File: src/rtl/fetch_prefetch_buffer.sv
// Instruction prefetch buffer: keeps up to MAX_OUT fetches in flight and queues
// in-order responses in a DEPTH-entry FIFO for decode. Redirects flush the FIFO and drop stale responses.
module fetch_prefetch_buffer #(
    parameter int unsigned DEPTH    = 4,
    parameter int unsigned MAX_OUT  = 2,
    parameter logic [31:0] RESET_PC = 32'h0000_0000
) (
    input  logic        clk,
    input  logic        rst,
    input  logic        redirect,
    input  logic [31:0] redirect_pc,
    output logic        imem_req,
    output logic [31:0] imem_addr,
    input  logic        imem_gnt,
    input  logic        imem_rvalid,
    input  logic [31:0] imem_rdata,
    output logic        inst_valid,
    output logic [31:0] inst,
    output logic [31:0] inst_pc,
    input  logic        inst_ready
);

    localparam int unsigned PW = $clog2(DEPTH);
    localparam int unsigned CW = $clog2(DEPTH + 1);
    localparam int unsigned IW = $clog2(MAX_OUT + 1);
    localparam logic [IW-1:0] MAX_OUT_C = IW'(MAX_OUT);
    localparam logic [31:0]   NOP       = 32'h0000_0013;

    typedef struct packed {
        logic [31:0] pc;
        logic [31:0] inst;
    } entry_t;

    entry_t [DEPTH-1:0] fifo_q;
    logic [31:0]        fetch_pc_q, resp_pc_q;
    logic [IW-1:0]      inflight_q, drop_q, inflight_d;
    logic [CW-1:0]      count_q;
    logic [PW-1:0]      head_q, tail_q;
    logic [31:0]        pending;
    logic               accept, resp, drop_rsp, push, pop;
    logic               unused_pc_lsb;

    assign unused_pc_lsb = ^redirect_pc[1:0];

    // Slots already promised to outstanding non-dropped fetches count against the FIFO.
    always_comb begin
        pending    = 32'(count_q) + 32'(inflight_q) - 32'(drop_q);
        imem_req   = rst && !redirect && (inflight_q < MAX_OUT_C) && (pending < DEPTH);
        accept     = imem_req && imem_gnt;
        resp       = imem_rvalid && (inflight_q != '0);
        drop_rsp   = resp && (drop_q != '0);
        push       = resp && !redirect && (drop_q == '0);
        inflight_d = inflight_q + IW'(accept) - IW'(resp);
    end

    assign imem_addr  = fetch_pc_q;
    assign inst_valid = !redirect && (count_q != '0);
    assign inst       = (count_q != '0) ? fifo_q[head_q].inst : NOP;
    assign inst_pc    = (count_q != '0) ? fifo_q[head_q].pc : '0;
    assign pop        = inst_valid && inst_ready;

    always_ff @(posedge clk) begin
        if (push) fifo_q[tail_q] <= '{pc: resp_pc_q, inst: imem_rdata};
    end

    always_ff @(posedge clk or negedge rst) begin
        if (!rst) begin
            fetch_pc_q <= RESET_PC;
            resp_pc_q  <= RESET_PC;
            inflight_q <= '0;
            drop_q     <= '0;
            count_q    <= '0;
            head_q     <= '0;
            tail_q     <= '0;
        end else if (redirect) begin
            // Everything still outstanding after this cycle's response is stale.
            fetch_pc_q <= {redirect_pc[31:2], 2'b00};
            resp_pc_q  <= {redirect_pc[31:2], 2'b00};
            inflight_q <= inflight_d;
            drop_q     <= inflight_d;
            count_q    <= '0;
            head_q     <= '0;
            tail_q     <= '0;
        end else begin
            inflight_q <= inflight_d;
            if (accept)   fetch_pc_q <= fetch_pc_q + 32'd4;
            if (drop_rsp) drop_q     <= drop_q - IW'(1);
            if (push) begin
                tail_q    <= tail_q + PW'(1);
                resp_pc_q <= resp_pc_q + 32'd4;
            end
            if (pop) head_q <= head_q + PW'(1);
            count_q <= count_q + CW'(push) - CW'(pop);
        end
    end

endmodule

File: config.mk
export PLATFORM = sky130hd
export DESIGN_NAME = fetch_prefetch_buffer
export DESIGN_NICKNAME = d
export VERILOG_FILES = /design/src/rtl/fetch_prefetch_buffer.sv
export SDC_FILE = /design/constraint.sdc
export NUM_CORES = 1
export LEC_CHECK = 0
export ABC_AREA = 1
export CAP_MARGIN = 20
export CORE_ASPECT_RATIO = 0.8
export CORE_MARGIN = 5
export CORE_UTILIZATION = 61
export DETAILED_ROUTE_END_ITERATION = 8
export PLACE_DENSITY = 0.87
export SYNTH_ARGS = -nofsm -noshare
export SYNTH_HDL_FRONTEND = slang
export SYNTH_SLANG_ARGS = --single-unit
export TNS_END_PERCENT = 30
File: constraint.sdc
create_clock -name clk -period 7.2 [get_ports clk]
set_input_delay 1.44 -clock clk [delete_from_list [all_inputs] [get_ports clk]]
set_output_delay 1.44 -clock clk [all_outputs]
set_load 0.005 [all_outputs]
* After elaboration in Yosys (flattened, before gate mapping)
Cells that the tools add are included.
Operators by class: multiplexer cells 18, reduce and logical (&&, ||, !) cells 20, order comparisons 5, $add $sub $neg 11
Operators with widths (count):
- $bwmux 256 | 1
- $mux 32 | 6
- $bmux 64 s2 | 1
- $demux 64 s2 | 1
- $mux 64 | 2
- $add 32x3->32 const B | 2
- $lt 32x3->1 const B | 1
- $mux 2 | 6
- $reduce_bool 2->1 | 6
- $logic_and 1x1->1 | 11
- $lt 2x3->1 const B | 2
- $sub 4x2->5 | 1
- $add 2x1->2 const B | 2
- $add 3x2->4 | 1
- $add 3x1->3 | 1
- $mux 3 | 1
- $reduce_bool 3->1 | 1
- $sub 3x1->3 | 1
- $add 2x1->2 | 1
- $ge 2x1->1 const B | 1
- $logic_not 2->1 | 1
- $lt 2x2->1 const B | 1
- $sub 2x1->2 | 1
- $sub 2x1->2 const B | 1
- $logic_not 1->1 | 1
Storage, ports and cells: output and inout port bits 98, input bits 70, bits in registers 331

* Logic depth before layout (Yosys ltp)
depth after elaboration 8, gate-level depth with buffers 17

* Worst setup path after synthesis
No wires, ideal clock.
path kind input port to flip-flop, from input imem_rvalid, to register fifo_q[0] in the netlist's numbering (enable), stages 7, data arrival time 4.662 ns, path slack 2.056 ns, buffers on the path 1, library setup time 0.482 ns, required time 6.718 ns, cells stage by stage o21ai_1 -> inv_1 -> nand2_1 -> inv_1 -> nand2_1 -> buf_2 -> nor2_1
On the way: cells in the longest elaborated chain, start to end 3
RTL lines:
- from (decl) | line 15 | input logic imem_rvalid,
- $logic_and 1x1->1 | line 50 | resp = imem_rvalid && (inflight_q != '0);
- $logic_and 1x1->1 (2 in a row) | line 52 | push = resp && !redirect && (drop_q == '0);
- to (signal, indexed assignment) | line 63 | if (push) fifo_q[tail_q] <= '{pc: resp_pc_q, inst: imem_rdata};
- to (decl) | line 34 | entry_t [DEPTH-1:0] fifo_q;
Every way passes these cells. A chain may end at the register's enable or synchronous reset.

* Final worst setup path
from register head_q[0], to output inst_pc[14]
On the way: cells in the longest elaborated chain, start to end 3
RTL lines:
- from (decl) | line 38 | logic [PW-1:0] head_q, tail_q;
- from (signal assigned) | line 92 | if (pop) head_q <= head_q + PW'(1);
- $bmux 64 s2 | line 59 | assign inst_pc = (count_q != '0) ? fifo_q[head_q].pc : '0;
- $mux 64 (not written as such) | line 59
- $mux 32 | line 59
- to (decl) | line 19 | output logic [31:0] inst_pc,
Every way passes these cells. The select of a mux whose other input is x is not followed.

==> flow_summary.yaml <==
route:
  drc_errors: 0
  initialDrtViolationCount: 1278
  routed_wl_um: 35900
  antenna_left: 0
  via_per_inst: 5.68
  via_count: 11200
  wl_per_cell_um: 18.2
  first_pass_iters: 7
setup_path:
  r2r_start: "inflight_q[1]"
  crit_arrival_ps: 3370
  path_class: "reg -> out"
  r2r-end: "drop_q[1]"
  crit_required_ps: 5760
  endpoint_kind: "output pin"
  rr_worst_depth: 17
  start_kind: "register"
  path_max_fanout: 96
  rrSetupSlack_ps: 4000
synthesis:
  synth_edf_count: 248
  synth_most_common_cell: "nor2_1"
  yosysSeqAreaShare_pct: 63.0
  synth_commonest_cells: "nor2_1 (351), nand2_1 (255), edfxtp_1 (248)"
  synth_top_cell_area_share_pct: 50.8
  ys_ff_latch: 319
  netlist_area_um2: 14700
  ys_warn_count: 0
  syn_avg_cell_area_um2: 9.81
  synth_ff_type: "edfxtp_1"
  synthArstFlopShare_pct: 22.3
  synth_area_leaders: "edfxtp_1 (51%), dfrtp_1 (12%), nor2_1 (9.0%)"
  syn-instance-count: 1493
  synth_cell_types: 46
  synth_area_leader_cell: "edfxtp_1"
grt:
  grt_max_degree: 97
  overflow: 0
  grt_pass1_vias: 11100
  grt_pass1_wl_um: 57000
  antenna_found_initial: 0
  grt.total_usage_pct: 26.2
floorplan:
  initial_core_util_pct: 62.3
  dieArea_um2: 27200
  die_x_um: 183
  coreArea_um2: 23500
  die_height_um: 149
  rows: 50
  io_pins: 168
clocking:
  cts-buffers-inserted: 31
  cts_tree: "built"
  postCtsResizedCells: 0
  post-cts-setup-buffers: 0
  numClockSinks: 319
  cts.htree.levels: 1
  cts_hold_buffers: 0
  clk_latency_ps: 570
  cts_buffer_depth: 3
  clk_root_buffer_cell: "clkbuf_16"
  path_clk_slew_ps: 60
finish:
  area_delta_synth_final_pct: 19.2
  n_antenna_cell: 0
  drive_above_1_share_pct: 5.31
  fin_nets: 1722
sta:
  tightest_slew_ps: 1070
  finalCritPeriodShare_pct: 66.8
  fin_skew_ps: 9.34
  fmax_mhz: 208
  relSlewSlack_pct: 28.4
  rsz0062_at_grt: "no"
  hold-worst-slack_ps: 552
  hold_viol: 0
  tns_ps: 0
  setup_viol: 0
  slew_viol_final: 0
  fin_crit_ps: 4810
power:
  ir_drop_uv: 205
  leakagePower_nw: 6.63
  powerDensity_nw_per_um2: 323
hold_path:
  holdPathEnd: "fifo_q[191]"
  min_path_type: "reg -> reg"
  hp-start: "resp_pc_q[31]"
  hold_path_depth: 0
job:
  cap_viol_max_count: 0
place:
  portBuffers: 161
  dp_hpwl_um: 21800
  gp_congestion: 0.921
status:
  status: "finished, final reports clean"
-- flip-flops by register name, indices dropped and copies added (netlist names) --
signal      flops
imem_addr      30
tail_q          2
head_q          2
fifo_q        248
resp_pc_q      30
drop_q          2
count_q         3
inflight_q      2
-- cell type report --
| cell class | instances | area (µm²) |
|---|---|---|
| Multi-Input combinational cell | 1021 | 4800 |
| Tap cell | 312 | 390 |
| Inverter | 87 | 332 |
| Sequential cell | 319 | 9230 |
| Clock buffer | 36 | 795 |
| Timing Repair Buffer | 175 | 1730 |
| Clock inverter | 20 | 184 |
| Fill cell | 1525 | 6060 |
-- routing by layer --
metal / routed length (µm) / track usage (%) / vias up
met2: 16800 / 42.1 / 559
met1: 14800 / 37.4 / 5260
li1: - / - / 5289
met5: 0 / 0 / -
met3: 3160 / 4.28 / 76
met4: 1110 / 8.04 / 0
-- cells in the final DEF, fill, tap and decap left out, drive strengths merged, types with 8 or more instances in the layout --
cell | netlist | final
edfxtp | 248 | 248
dfrtp | 71 | 71
nand4 | 9 | 9
nand3 | 90 | 90
xor2 | 21 | 21
clkdlybuf4s50 | 0 | 159
inv | 86 | 89
buf | 30 | 16
clkinv | 1 | 14
nor2 | 359 | 359
a21oi | 73 | 73
ha | 15 | 15
o21ai | 140 | 140
nand2 | 259 | 259
o211ai | 8 | 8
clkbuf | 39 | 36
nor3 | 11 | 11
-- cell families (layout without fill, tap and decap cells) --
logic type                 after synthesis  in the layout  synth area share, %
DFF                                    319            319                 63.0
adders and majority gates               17             17                 1.55
other                                    1              4               0.0256
and+or+nand+nor                        734            734                 20.7
AOI/OAI and AO/OA                      238            238                 8.57
xor gates and xnor gates                28             28                 1.67
buffers and inverters                  156            318                 4.53
-- metrics by stage --
stage	total power, mW	util, %	instances	setup WS [ps]	cell area [µm²]
2_1_floorplan	3.27	-	1496	2060	14700
3_3_place_gp	4.01	70.0	1913	2580	16500
3_5_place_dp	4.07	70.0	1913	2550	16500
4_1_cts	5.64	74.2	1969	2060	17400
5_1_grt	5.95	74.2	1970	2230	17500
6_report	5.64	74.2	1970	2390	17500
-- how the worst max path moves through the flow --
stage / slack, ps / depth (start not counted) / startpoint / to
after floorplan: 2060 / 7 / imem_rvalid / fifo_q[0]
after global placement: 2580 / 10 / redirect / imem_req
after detailed placement: 2550 / 10 / redirect / imem_req
after CTS: 2060 / 5 / head_q[0] / inst_pc[13]
after global routing: 2230 / 6 / head_q[0] / inst_pc[20]
final: 2390 / 6 / head_q[0] / inst_pc[14]
-- worst max-delay path, stage by stage, from the launching register on --
cell	delay [ps]
dfrtp_4	660
buf_4	830
nor2_1	170
nor2_1	170
o21ai_0	140
a21oi_1	180
clkdlybuf4s50_1	600
-- report_power, final --
| part | total [mW] | internal [mW] | switching, mW |
|---|---|---|---|
| sequential | 2.38 | 2.18 | 0.199 |
| clock | 1.57 | 0.896 | 0.673 |
| combinational | 1.69 | 0.726 | 0.966 |
(Power assumes the default switching activity.)
